`config.mk`:
```
export PLATFORM = sky130hd
export DESIGN_NAME = psum_accum_requant
export DESIGN_NICKNAME = d
export VERILOG_FILES = /design/src/rtl/psum_accum_requant_pkg.sv /design/src/rtl/psum_accum_requant_requant_sat.sv /design/src/rtl/psum_accum_requant.sv
export SDC_FILE = /design/constraint.sdc
export NUM_CORES = 1
export LEC_CHECK = 0
export BUFFER_PORTS_ARGS = -buffer_cell sky130_fd_sc_hd__buf_2
export CAP_MARGIN = 10
export CORE_MARGIN = 2
export CORE_UTILIZATION = 53
export CTS_CLUSTER_SIZE = 20
export DETAILED_ROUTE_END_ITERATION = 6
export PLACE_DENSITY = 0.72
export RECOVER_POWER = 50
export SYNTH_ARGS = -nofsm -noshare
export SYNTH_HDL_FRONTEND = slang
export SYNTH_SLANG_ARGS = --single-unit
```
`constraint.sdc`:
```
create_clock -name clk -period 12.2 [get_ports clk]
set_clock_uncertainty 0.05 [all_clocks]
set_input_delay 2.44 -clock clk [delete_from_list [all_inputs] [get_ports clk]]
set_output_delay 2.44 -clock clk [all_outputs]
set_load 0.02 [all_outputs]
```
`src/rtl/psum_accum_requant_pkg.sv`:
```
// Shared constants and helpers for the psum accumulate/requantize stage.
package psum_accum_requant_pkg;

    // Feature/weight width used across the conv1d datapath.
    localparam int DEF_WIDTH_DATA = 8;
    // Headroom bits above the psum width inside the accumulator.
    localparam int DEF_GUARD      = 4;
    // Width of the requant shift amount; 2^DEF_SHIFT_W must cover the accumulator width.
    localparam int DEF_SHIFT_W    = 5;

    // Accumulator width for a given feature width and guard.
    function automatic int acc_width(input int width_data, input int guard);
        return 2 * width_data + guard;
    endfunction

    localparam int DEF_ACC_W = acc_width(DEF_WIDTH_DATA, DEF_GUARD);

endpackage

```
`src/rtl/psum_accum_requant_requant_sat.sv`:
```
// Combinational requantizer: round-half-up arithmetic right shift,
// optional ReLU, then saturation to a signed WIDTH_DATA result.
module requant_sat #(
    parameter int ACC_W      = 20,
    parameter int WIDTH_DATA = 8,
    parameter int SHIFT_W    = 5
) (
    input  logic signed [ACC_W-1:0]      acc_i,
    input  logic        [SHIFT_W-1:0]    shift_i,
    input  logic                         relu_i,
    output logic signed [WIDTH_DATA-1:0] data_o,
    output logic                         sat_o
);

    // One extra bit so the rounding constant can never overflow the sum.
    localparam int RW = ACC_W + 1;
    localparam logic signed [RW-1:0] OUT_MAX = RW'((2 ** (WIDTH_DATA - 1)) - 1);
    localparam logic signed [RW-1:0] OUT_MIN = RW'(-(2 ** (WIDTH_DATA - 1)));

    logic signed [RW-1:0] acc_ext;
    logic signed [RW-1:0] round_add;
    logic signed [RW-1:0] rounded;
    logic signed [RW-1:0] shifted;
    logic signed [RW-1:0] relu_val;

    assign acc_ext   = RW'(acc_i);
    // Half an LSB of the output grid; zero when no shift is applied.
    assign round_add = (shift_i == '0) ? '0 : (RW'(1) << (shift_i - SHIFT_W'(1)));
    assign rounded   = acc_ext + round_add;
    assign shifted   = rounded >>> shift_i;
    assign relu_val  = (relu_i && shifted[RW-1]) ? '0 : shifted;

    // Clamp to the signed output range and flag when clamping happened.
    always_comb begin
        data_o = relu_val[WIDTH_DATA-1:0];
        sat_o  = 1'b0;
        if (relu_val > OUT_MAX) begin
            data_o = OUT_MAX[WIDTH_DATA-1:0];
            sat_o  = 1'b1;
        end else if (relu_val < OUT_MIN) begin
            data_o = OUT_MIN[WIDTH_DATA-1:0];
            sat_o  = 1'b1;
        end
    end

endmodule

```
`src/rtl/psum_accum_requant.sv`:
```
// Accumulates groups of MAC partial sums with saturation, then requantizes
// each group total to one output feature behind a valid/ready handshake.
// Pipeline: A (accumulator + group config) -> P (one pending total) -> O (output).
module psum_accum_requant
    import psum_accum_requant_pkg::*;
#(
    parameter int WIDTH_DATA = DEF_WIDTH_DATA,
    parameter int GUARD      = DEF_GUARD,
    parameter int SHIFT_W    = DEF_SHIFT_W
) (
    input  logic                          clk,
    input  logic                          rst,
    input  logic                          in_valid,
    output logic                          in_ready,
    input  logic signed [2*WIDTH_DATA-1:0] in_psum,
    input  logic                          in_last,
    input  logic        [SHIFT_W-1:0]     cfg_shift,
    input  logic                          cfg_relu,
    output logic                          out_valid,
    input  logic                          out_ready,
    output logic signed [WIDTH_DATA-1:0]  out_data,
    output logic                          out_sat,
    output logic                          ovf_sticky
);

    localparam int ACC_W = acc_width(WIDTH_DATA, GUARD);
    localparam logic signed [ACC_W-1:0] ACC_MAX = {1'b0, {(ACC_W-1){1'b1}}};
    localparam logic signed [ACC_W-1:0] ACC_MIN = {1'b1, {(ACC_W-1){1'b0}}};

    // Stage A
    logic signed [ACC_W-1:0] acc_q, acc_d;
    logic                    a_full_q, a_full_d;
    logic [SHIFT_W-1:0]      a_shift_q, a_shift_d;
    logic                    a_relu_q, a_relu_d;
    // Stage P
    logic signed [ACC_W-1:0] p_acc_q, p_acc_d;
    logic                    p_full_q, p_full_d;
    logic [SHIFT_W-1:0]      p_shift_q, p_shift_d;
    logic                    p_relu_q, p_relu_d;
    // Stage O
    logic                    o_valid_q, o_valid_d;
    logic signed [WIDTH_DATA-1:0] o_data_q, o_data_d;
    logic                    o_sat_q, o_sat_d;
    logic                    ovf_q, ovf_d;

    logic signed [ACC_W-1:0] psum_ext;
    logic signed [ACC_W:0]   sum_wide;
    logic                    sum_ovf;
    logic signed [ACC_W-1:0] sum_sat;
    logic signed [ACC_W-1:0] grp_total;
    logic [SHIFT_W-1:0]      grp_shift;
    logic                    grp_relu;
    logic                    p_move;
    logic                    in_fire;
    logic signed [WIDTH_DATA-1:0] rq_data;
    logic                    rq_sat;

    assign psum_ext = ACC_W'(in_psum);
    assign sum_wide = (ACC_W+1)'(acc_q) + (ACC_W+1)'(psum_ext);
    // Overflow when the two top bits of the widened sum disagree.
    assign sum_ovf  = sum_wide[ACC_W] ^ sum_wide[ACC_W-1];
    assign sum_sat  = sum_ovf ? (sum_wide[ACC_W] ? ACC_MIN : ACC_MAX) : sum_wide[ACC_W-1:0];

    // The first beat of a group starts fresh and latches the config for the group.
    assign grp_total = a_full_q ? sum_sat   : psum_ext;
    assign grp_shift = a_full_q ? a_shift_q : cfg_shift;
    assign grp_relu  = a_full_q ? a_relu_q  : cfg_relu;

    assign p_move   = p_full_q && (!o_valid_q || out_ready);
    // Depends only on pipeline state and out_ready, never on in_valid/in_last.
    assign in_ready = !rst && (!p_full_q || p_move);
    assign in_fire  = in_valid && in_ready;

    requant_sat #(
        .ACC_W      (ACC_W),
        .WIDTH_DATA (WIDTH_DATA),
        .SHIFT_W    (SHIFT_W)
    ) u_requant (
        .acc_i   (p_acc_q),
        .shift_i (p_shift_q),
        .relu_i  (p_relu_q),
        .data_o  (rq_data),
        .sat_o   (rq_sat)
    );

    // Next-state for all three stages and the sticky overflow flag.
    always_comb begin
        acc_d     = acc_q;
        a_full_d  = a_full_q;
        a_shift_d = a_shift_q;
        a_relu_d  = a_relu_q;
        p_acc_d   = p_acc_q;
        p_full_d  = p_full_q;
        p_shift_d = p_shift_q;
        p_relu_d  = p_relu_q;
        o_valid_d = o_valid_q;
        o_data_d  = o_data_q;
        o_sat_d   = o_sat_q;
        ovf_d     = ovf_q;

        if (p_move) begin
            p_full_d  = 1'b0;
            o_valid_d = 1'b1;
            o_data_d  = rq_data;
            o_sat_d   = rq_sat;
        end else if (out_ready) begin
            o_valid_d = 1'b0;
        end

        if (in_fire) begin
            if (a_full_q && sum_ovf) begin
                ovf_d = 1'b1;
            end
            if (in_last) begin
                // Group closes: total leaves A for P, A is free this same edge.
                p_full_d  = 1'b1;
                p_acc_d   = grp_total;
                p_shift_d = grp_shift;
                p_relu_d  = grp_relu;
                a_full_d  = 1'b0;
            end else begin
                a_full_d  = 1'b1;
                acc_d     = grp_total;
                a_shift_d = grp_shift;
                a_relu_d  = grp_relu;
            end
        end
    end

    // State registers with synchronous clear.
    always_ff @(posedge clk) begin
        if (rst) begin
            acc_q     <= '0;
            a_full_q  <= 1'b0;
            a_shift_q <= '0;
            a_relu_q  <= 1'b0;
            p_acc_q   <= '0;
            p_full_q  <= 1'b0;
            p_shift_q <= '0;
            p_relu_q  <= 1'b0;
            o_valid_q <= 1'b0;
            o_data_q  <= '0;
            o_sat_q   <= 1'b0;
            ovf_q     <= 1'b0;
        end else begin
            acc_q     <= acc_d;
            a_full_q  <= a_full_d;
            a_shift_q <= a_shift_d;
            a_relu_q  <= a_relu_d;
            p_acc_q   <= p_acc_d;
            p_full_q  <= p_full_d;
            p_shift_q <= p_shift_d;
            p_relu_q  <= p_relu_d;
            o_valid_q <= o_valid_d;
            o_data_q  <= o_data_d;
            o_sat_q   <= o_sat_d;
            ovf_q     <= ovf_d;
        end
    end

    assign out_valid  = o_valid_q;
    assign out_data   = o_data_q;
    assign out_sat    = o_sat_q;
    assign ovf_sticky = ovf_q;

endmodule
```
; Word-level counts from Yosys, hierarchy flattened
; Index checks and enable logic that the tools add are counted.
[op_classes]
add_sub_neg = 3
order_cmp = 2
shifts = 2
mux = 17
n_bitwise = 2
reduce_logical = 15
[op_table]
columns = operator, n
row1 = two-way mux 20 bit, 3
row2 = two-way mux 21 bit, 2
row3 = adder 20 x 16 -> 21 bit, 1
row4 = adder 20 x 21 -> 21 bit, 1
row5 = "> comparator 21 x 8 -> 1 bit, second input constant", 1
row6 = "less-than comparator 21 x 8 -> 1 bit, second input constant", 1
row7 = "<< shifter 1 x 5 -> 21 bit, first input constant", 1
row8 = >>> shifter 21 x 5 -> 21 bit, 1
row9 = two-way mux 8 bit, 2
row10 = two-way mux 1 bit, 9
row11 = AND reduction 2 bit, 3
row12 = logical AND 1 bit, 5
row13 = logical NOT 5 bit, 1
row14 = two-way mux 5 bit, 1
row15 = "subtractor 5 x 1 -> 5 bit, second input constant", 1
row16 = logical NOT 1 bit, 3
row17 = logical OR 1 bit, 2
row18 = nonzero test 2 bit, 1
row19 = NOT 1 bit, 1
row20 = XOR 1 bit, 1
[word_totals]
regBits = 65
inputBits = 27
word_cells = 53

; Depth between registers and ports, before layout
; Gate-level depths: netlist of run 1.
[depth]
ltp_word = 10
ltp_mapped = 22

; Cells and area by module
; Synthesis of run 1 repeated with hierarchy kept, for this count alone.
[hier_totals]
cells_unflattened = 914
hier_area_um2 = 6877.8
[modules_own_cells]
columns = module, instances, cells_each, area_each_um2, seq_area_each_um2
row1 = psum_accum_requant, 1, 436, 3671.0, 1301.2
row2 = requant_sat, 1, 478, 3206.8, 0.0

; Worst setup path before layout of run 1
; Ideal clock, no wire load.
[synth_timing]
path_type = in2out
start = input port out_ready
end = output port in_ready
arrival_time_ns = 2.912
required_time_ns = 9.710
setup_slack_ns = 6.798
stages = 2
path_buffers = 0
cell_sequence = nor2b_1 > a21oi_1
[synth_via]
elab_chain_cells = 4
[synth_lines]
columns = item, line
row1 = start: declaration, psum_accum_requant.sv:20  ; input logic out_ready,
row2 = logical OR 1 bit, psum_accum_requant.sv:69  ; assign p_move = p_full_q && (!o_valid_q || out_ready);
row3 = logical AND 1 bit, psum_accum_requant.sv:69
row4 = logical OR 1 bit, psum_accum_requant.sv:71  ; assign in_ready = !rst && (!p_full_q || p_move);
row5 = logical AND 1 bit, psum_accum_requant.sv:71
row6 = end: declaration, psum_accum_requant.sv:14  ; output logic in_ready,
; Every way passes these cells.

; Final worst setup path of run 1
[layout_timing]
start = register p_shift_q[0]
end = register o_data_q[6] (netlist: out_data[6])
[layout_via]
elab_chain_cells = 10
elab_cells_between_ends = 12
[layout_lines]
columns = item, line
row1 = start: declaration, psum_accum_requant.sv:38  ; logic [SHIFT_W-1:0] p_shift_q, p_shift_d;
row2 = start signal: assignment, psum_accum_requant.sv:152  ; p_shift_q <= p_shift_d;
row3 = subtractor 5 x 1 -> 5 bit, psum_accum_requant_requant_sat.sv:28  ; assign round_add = (shift_i == '0) ? '0 : (RW'(1) << (shift_i - SHIFT_W'(1)));
row4 = << shifter 1 x 5 -> 21 bit, psum_accum_requant_requant_sat.sv:28
row5 = two-way mux 21 bit, psum_accum_requant_requant_sat.sv:28
row6 = adder 20 x 21 -> 21 bit, psum_accum_requant_requant_sat.sv:29  ; assign rounded = acc_ext + round_add;
row7 = >>> shifter 21 x 5 -> 21 bit *, psum_accum_requant_requant_sat.sv:30  ; assign shifted = rounded >>> shift_i;
row8 = logical AND 1 bit, psum_accum_requant_requant_sat.sv:31  ; assign relu_val = (relu_i && shifted[RW-1]) ? '0 : shifted;
row9 = two-way mux 21 bit *, psum_accum_requant_requant_sat.sv:31
row10 = less-than comparator 21 x 8 -> 1 bit, psum_accum_requant_requant_sat.sv:40  ; end else if (relu_val < OUT_MIN) begin
row11 = two-way mux 8 bit, psum_accum_requant_requant_sat.sv:40
row12 = two-way mux 8 bit *, psum_accum_requant_requant_sat.sv:37  ; if (relu_val > OUT_MAX) begin
row13 = end signal: assignment, psum_accum_requant.sv:155  ; o_data_q <= o_data_d;
row14 = end: declaration, psum_accum_requant.sv:42  ; logic signed [WIDTH_DATA-1:0] o_data_q, o_data_d;
; Every way passes the cells marked *; elsewhere a longest branch is shown, timed or not.
; A chain may end at the register's enable or synchronous reset.

==> run summary, run 1 <==
For this run, the number of Yosys warnings is 0. The logs give 907 for the DRC marker count from the first detailed-route iteration and 5.87% for the met3 global-route usage. The flow ran to the end, and the final reports show no timing, DRC or antenna violations.

The area growth from synthesis to layout is 7.19%. The endpoint class of the critical path was a flop. Before CTS, the worst setup slack after placement is 5.66 ns. The tools report the switching power summed over all nets as 0.261 mW. In this run the vertical extent of the chip is 117 um.

Per report_power, the combinational group accounts for 31.7% of the total. The clock net in this run drives a total of 65 sinks. The arrival time of data at the critical path endpoint is 7.00 ns, and the cell count after placement is 1096.

The multi-input combinational cells in the finished layout cover a total of 0.00512 mm2. The largest incremental delay on the critical path was 0.75 ns. Subtracting the final worst setup slack from the clock period gives 6.79 ns. Placer's final routability congestion estimate: 1.04. Net switching is 34.4% of the power. Walking the worst path, the cells encountered are clkinv_1, nor2_1, nand2_1, nor2_1, ha_1, inv_1, fa_1, nor2b_1, o31ai_2, a21oi_1, o2111a_1, nor4_1, or3_1, nor2_1, a31oi_1, or3_1, or4b_4, o32a_1, o2bb2ai_1.

At the pin with the least slew margin, the transition time is 1.35 ns. The number of I/O port buffers was 38; the combined buffer and inverter count along the critical path was 2. Adding up every negative setup slack in the final design gives 0 ns. The finished layout holds 1112 standard cells, fillers aside.

After detailed routing, the number of remaining DRC violations is 0. Post-CTS timing repair inserted 0 buffers for setup. The via count of the first global-routing pass was 6837. TritonCTS built the clock tree. Number of failing setup endpoints in the final timing report: 0. Of the available clock period, the critical path in the final layout requires 55.6%. Initial antenna violation count: 0.

The via count came out at 7363. The type of origin of the critical path is a flop. For the clock share of power, the log shows 36.7%. Post-synthesis sequential element count: 65. Largest net degree at the start of global routing: 47.

The logs give 9 for the number of clock buffers inserted by TritonCTS and 0.00677 mm2 for the area of the mapped netlist. Post-CTS repair changed the size of 0 cells. The clock tree synthesis step divided the H-tree into 3 levels. The initial cell density of the core was 53.9%; the final count of pins violating max slew was 0. The routed design has 21500 um of wire. The tightest min-delay check is of the flop to flop type. The clock-pin transition on the worst setup and hold timing paths works out to 0.05 ns. 39 I/O pins were placed. Yosys mapped a number of flops with a built-in enable equal to 0. The sequential share of the synthesized area is 19.2%, and the maximum buffer depth of the clock tree is 2.

Via-per-instance ratio: 6.62. The tree is rooted in a clkbuf_16. The pre-antenna-repair detailed-routing pass consisted of 7 iterations. For met2 alone, demand over resource in global routing was 50.4%. The total half-perimeter wirelength after legalization and detailed placement is 16100 um.

The most utilized layer in the global route result was met2. The tools report the count of final hold-check violations as 0. In this run, post-CTS hold repair placed 0 buffers. On the critical path the largest part of the delay comes from simple AND/OR/NAND/NOR gates.

The worst-path cell with the longest stage delay is dfxtp_1. Derived from the worst setup path, the maximum achievable clock frequency is 147 MHz. The run gives 938 as the gate count of the mapped netlist. The largest vdd supply drop was 0.0000770 V. The top cell types in the final layout, fill and taps aside, are 117 x nor2_1, 77 x a21oi_1, 74 x o21ai_0, 72 x nand2_1, 65 x dfxtp_1.

The first global-routing pass estimated 34800 um of wire. Cells with a size suffix above 1 make up 8.09% of the layout. The critical path start-end classification was flop to flop. Counting every net in the synthesized netlist gives 1007. The final routed wire length divided by cell count is 19.3 um, and the fraction of registers with async set or reset after synthesis is 0%.

After filler insertion, the fill cell instance count of the layout stands at 1219. The main flop type after synthesis was dfxtp_1. The floorplan step defined a core boundary enclosing 0.0126 mm2. Once detail routing completed, the nets flagged for antenna violations numbered 0. In this run the worst path has a maximum fanout of 21.

The internal portion of the total power is 0.498 mW. After the last flow step, the layout net total stands at 1004. Headroom to the max-slew limit came out at 10.1%. The worst path meets setup with 5.41 ns of slack. Across the whole layout, storage elements account for 0.00130 mm2. The reported leakage power is 2.86 nW. The commonest non-fill, non-tap cell in the layout is nor2_1.

At the later pin of the worst-skew pair, clock insertion delay measures 0.33 ns. After global routing the overflow that remains totals 0. The repair_antennas step left the layout with diodes totalling 0. In this run the power density over the cells is 105 mW/mm2.

Global routing consumed, on the met1 layer, 42.5% of the routing resources. At the worst endpoint, the required time is 12.41 ns. The tools report the distinct cell type count after synthesis as 90. The floorplan has 41 rows.

Global routing used 31.9% of the available tracks. For the area enclosed by the die boundary, the log shows 0.0137 mm2. Setup repair after global routing left no endpoint under its margin.

The critical path's most frequent cell was nor2_1. Across the run, the number of max-cap violations was 0. The die is 117 um wide.

A synthesized cell averages 7.22 um2. Register share of total power: 31.6%.
stage by stage:
step / power, mW / hold slack [ns] / area [um2] / utilization [%]
after global routing: 0.793 / 0.439 / 7260 / 57.8
after floorplan: 0.418 / 0.390 / 6770 / -
after CTS: 0.755 / 0.427 / 7290 / 58.0
final: 0.759 / 0.427 / 7260 / 57.8
after global placement: 0.477 / 0.412 / 6970 / 55.5
after detailed placement: 0.477 / 0.416 / 6970 / 55.5
area by class of cell:
class	instances	area share (%)
Multi-Input combinational cell	791	70.5
Sequential cell	65	17.9
Clock buffer	11	3.34
Tap cell	172	2.96
Timing Repair Buffer	44	2.90
Inverter	24	1.24
Clock inverter	5	1.09
cell families after synthesis:
| group | count (synthesis) | share of synthesized area (%) |
|---|---|---|
| AOI/OAI and AO/OA | 345 | 34.3 |
| and+or+nand+nor | 352 | 25.5 |
| buffers and inverters | 82 | 5.06 |
| DFF | 65 | 19.2 |
| xor gates and xnor gates | 25 | 3.23 |
| muxes | 26 | 4.60 |
| adders and majority gates | 43 | 8.13 |
tightest hold or removal path, stage by stage (launching register included):
cell and delay, ns:
dfxtp_1 0.30, o21ai_0 0.06, a21oi_1 0.06
state kept, by name (all words and copies together), names as in the netlist:
name / cells
p_shift_q: 5
p_full_q: 1
acc_q: 20
out_data: 8
ovf_sticky: 1
p_relu_q: 1
out_sat: 1
a_full_q: 1
a_shift_q: 5
p_acc_q: 20
a_relu_q: 1
out_valid: 1
power by group through the flow:
stage | Combinational, mW | Clock [mW] | Sequential (mW)
floorplan | 0.175 | 0 | 0.242
global placement | 0.234 | 0 | 0.243
detailed placement | 0.234 | 0 | 0.243
CTS | 0.236 | 0.280 | 0.239
global route | 0.264 | 0.288 | 0.241
finish | 0.240 | 0.279 | 0.240
path summary, 6_finish.rpt:
check	startpoint	to	slack (ns)	depth (start not counted)
max	p_shift_q[0]	out_data[6]	5.41	19
min	a_shift_q[0]	a_shift_q[0]	0.43	2
max reg2reg	p_shift_q[0]	out_data[6]	5.41	19
min reg2reg	a_shift_q[0]	a_shift_q[0]	0.43	2
cells in the mapped netlist (9+ instances only):
cell / count / share of area (%)
a21oi_1: 77 / 5.7
nor2_1: 116 / 6.4
o21ai_0: 73 / 5.4
xnor2_1: 21 / 2.7
and3_1: 14 / 1.3
o21ai_1: 10 / 0.74
o221ai_1: 12 / 1.6
mux2i_1: 21 / 3.1
nor2b_1: 12 / 1.1
ha_1: 40 / 7.4
clkbuf_1: 42 / 2.3
buf_2: 10 / 0.74
or3_1: 16 / 1.5
o21a_1: 20 / 2.2
a31oi_1: 22 / 2.0
inv_1: 21 / 1.2
nand2_1: 72 / 4.0
and2_1: 11 / 1.0
nor4_1: 9 / 0.83
nor3_1: 26 / 1.9
nand3_1: 34 / 2.5
a211oi_1: 23 / 2.5
a21o_1: 14 / 1.6
dfxtp_1: 65 / 19
metal layers:
layer | share of wire (%) | wire (um)
met1 | 43 | 9200
met4 | 4.1 | 891
met3 | 8.4 | 1800
met2 | 45 | 9590
met5 | 0 | 0
Note: power is estimated with default switching activity, not from simulation.
==> inputs of run 2 (changes only) <==
Settings changed: ABC_AREA set to 1.
Clock period 12.2 ns to 7 ns, I/O delays scaled along.
==> run summary, run 2 <==
Synthesis instantiated 46 different standard cells from the library. For this block, the routed nets add up to 18800 um of wire. The type of the most critical hold path is flop to flop. Summing the areas of all and, or, nand and nor instances in the mapped netlist gives 40.3% of the synthesized area. The power density relative to cell area was 171 mW/mm2; the H-tree depth was 3. At the worst endpoint, the arrival time is 5.52 ns. The remaining design rule violation count is 1. For the first-pass GRT wire length, the log shows 31700 um. Summing the areas of all fa, ha and maj instances in the mapped netlist gives 8.37% of the synthesized area. The final count of pins violating max slew was 0. Largest incremental delay on the critical path: 0.87 ns. The run gives 0 as the count of final hold-check violations. The run gives 1177 as the final net count.

The met2 routing resource usage after global routing was 48.3%. By area the synthesized netlist is led by dfxtp_1 20%, nand2_1 17%, nand3_1 13%. Buffers added to address setup during post-CTS repair amount to 0. The fraction of synthesized cell area in xor and xnor cells was 2.96%; the slew of the pin with the lowest slew margin was 1.40 ns.

Setup repair after global routing left no endpoint under its margin. The critical path in this run is classified as flop to flop. The detailed-router iteration count before antenna repair is 7. Commonest non-fill, non-tap cell in the layout: nand2_1.

The tools report the worst-skew pair later-pin latency as 0.33 ns. For this run, the leading register cell type out of synthesis is dfxtp_1. The run gives 0 ns as the aggregate negative setup slack. The tools report the startpoint of the worst hold path as a_shift_q[4]. Setup violations remaining at the end of the flow were counted as 0.

Combinational logic is responsible for 29.6% of the overall power. The floorplan step defined a die boundary enclosing 0.0131 mm2. The final worst-path cycle share was 76.5%; the switching share of total power was 34.7%.

For the worst setup path, the data required time is 7.17 ns. The synthesized netlist devotes 17.9% of its cell area to compound gates. For this design the total switching power over the nets is 0.416 mW. Input and output buffers added on the ports amount to 38.

The tools report the clock root buffer as clkbuf_16. The biggest area contributor in the post-synthesis netlist is dfxtp_1. For the area of the mapped netlist, the log shows 0.00646 mm2. Summing all multi-input logic gate instances after layout gives 0.00450 mm2.

The number of nets with antenna violations after routing was 0; the maximum buffer depth of the clock tree was 2. Of all nets on the critical path, the largest fanout is 26. The critical path's most frequent cell was nand2_1. In this run the standard cell core region covers 0.0120 mm2. During I/O placement, the number of pins put on the boundary was 39. The startpoint identified for the worst register-to-register timing path is p_shift_q[2]. The logs give 1.04 for the placer's final routability congestion estimate and 0 for the quantity of gates resized following cts. The worst-path cell with the longest stage delay was dfxtp_1. The logs give 0 for the initial antenna violation count and 3.58 nW for the reported leakage power. For the sequential share of the synthesized area, the log shows 20.1%.

The number of standard-cell rows in the floorplan came out at 40. The worst pin sits at a relative slew slack of 6.84%. The die is 114 um wide. After synthesis the netlist holds a flip-flop and latch count of 65.

The run gives 582 as the DRC marker count from the first detailed-route iteration. Clock period minus worst slack: 5.35 ns. The internal power contribution is 0.783 mW, and the fraction of registers with async set or reset after synthesis is 0%. For met1 alone, demand over resource in global routing was 40.4%. After synthesis, the largest family of logic cells by area is simple AND/OR/NAND/NOR gates. Based on the critical path, the design can be clocked at up to 187 MHz.

The count of flip-flops with a built-in enable after synthesis was 0; the via-per-instance ratio was 5.64. In this run, post-CTS hold repair placed 0 buffers. The worst setup path is launched from a flop. STA classifies the critical path endpoint as a flop. For the post-synthesis net count, the log shows 1157.

The die is 114 um tall. The via count is 7097. In this run the most used layer during global routing was met2. The sum of overflow across all layers after global routing was 0; the initial cell density of the core was 54.0%.

The tools report the total half-perimeter wirelength after legalization and detailed placement as 14800 um. The run gives 0 as the Yosys warning count. TritonCTS built the clock tree. The largest net degree at the start of global routing came out at 54.

On the final layout, the worst hold slack is 0.397 ns. The final reports fail on DRC. Global routing consumed, over all layers together, 30.1% of the routing resources. The area share of the leading cell type in the synthesized netlist is 20.1%. Via count of the first global-routing pass: 6676.

The area growth from synthesis to layout is 8.47%. Per report_power, the sequential group accounts for 34.0% of the total. Tracing the worst setup path back leads to its startpoint at p_shift_q[2]. For the met3 global-route usage, the log shows 3.92%. The most frequently used cell type in the post-synthesis netlist was nand2_1.

The clock drives 65 sinks. Counting instances in the post-synthesis netlist gives the leading cell types as 295 x nand2_1, 166 x nand3_1, 128 x inv_1. In the final layout, flip-flops and latches occupy 0.00130 mm2.

In the synthesized netlist, the number of instances is 1088. The portion of synthesized area spent on multiplexers is 0%. The max-cap violation count was 0; the largest vdd supply drop was 0.000126 V. The number of antenna diodes in the final layout is 0.

A synthesized cell averages 5.94 um2. After filler insertion, the fill cell instance count of the layout stands at 1221. The share of final-layout standard cells stronger than drive strength 1 came out at 7.82%. Clock share of power: 36.3%. The number of clock buffers inserted by TritonCTS was 9. The library cells used most frequently in the layout, excluding fill and tap cells, are 295 x nand2_1, 166 x nand3_1, 128 x inv_1, 76 x nor2_1, 70 x o21ai_0.

The run finished, with violations left. The final routed wire length divided by cell count was 14.9 um; the clock-pin transition on the worst setup and hold timing paths was 0.06 ns.
run 2: changes by cell type after synthesis, moves of 20 or more:
cell,previous run,this run
nand2_1,72,295
a211oi_1,23,0
inv_1,21,128
mux2i_1,21,0
nand3_1,34,166
o21a_1,20,0
nor2_1,116,77
run 2: cell families (layout without fill, tap and decap cells):
kind of cell / count (synthesis) / count (layout)
and+or+nand+nor: 590 / 590
adders and majority gates: 42 / 42
buffers and inverters: 174 / 198
DFF: 65 / 65
AOI/OAI and AO/OA: 196 / 196
xor gates and xnor gates: 21 / 21
run 2: per-layer routing:
metal	up-vias	wire length, um	share of wire (%)
li1	3655	-	-
met1	3156	8630	46
met2	239	8450	45
met3	47	1060	5.7
met4	0	658	3.5
met5	-	0	0
run 2: power groups by stage:
stage	Clock, mW	Combinational, mW	Sequential (mW)
3_5_place_dp	0	0.350	0.415
6_report	0.436	0.356	0.408
5_1_grt	0.457	0.403	0.411
4_1_cts	0.442	0.352	0.408
3_3_place_gp	0	0.351	0.415
2_1_floorplan	0	0.269	0.412
run 2: path summary, 6_finish.rpt:
check,slack [ns],to,cells after the start
worst max-delay path,1.65,out_data[3],29
worst max register to register,1.65,out_data[3],29
worst min-delay path,0.40,a_shift_q[4],2
worst min register to register,0.40,a_shift_q[4],2
run 2: stage by stage:
step	instance area [um2]	util, %	power (mW)	setup WS (ns)	instances
2_1_floorplan	6460	-	0.681	3.18	1088
3_3_place_gp	6740	56.4	0.766	1.79	1244
6_report	7010	58.6	1.20	1.65	1259
3_5_place_dp	6740	56.4	0.766	1.75	1244
4_1_cts	7030	58.8	1.20	1.74	1259
5_1_grt	7010	58.6	1.27	0.868	1259
run 2: final cells by class:
class / instances / share of cell area (%)
Clock buffer: 10 / 3.27
Clock inverter: 5 / 0.822
Inverter: 139 / 7.50
Multi-Input combinational cell: 849 / 64.2
Sequential cell: 65 / 18.6
Tap cell: 147 / 2.63
Timing Repair Buffer: 44 / 3.02
run 2: critical path, delay by kind of cell (launching register included):
family / cells / cell delay [ns]
and+or+nand+nor: 20 / 2.30
buffers and inverters: 5 / 1.18
DFF: 1 / 0.87
adders and majority gates: 2 / 0.58
AOI/OAI and AO/OA: 2 / 0.27
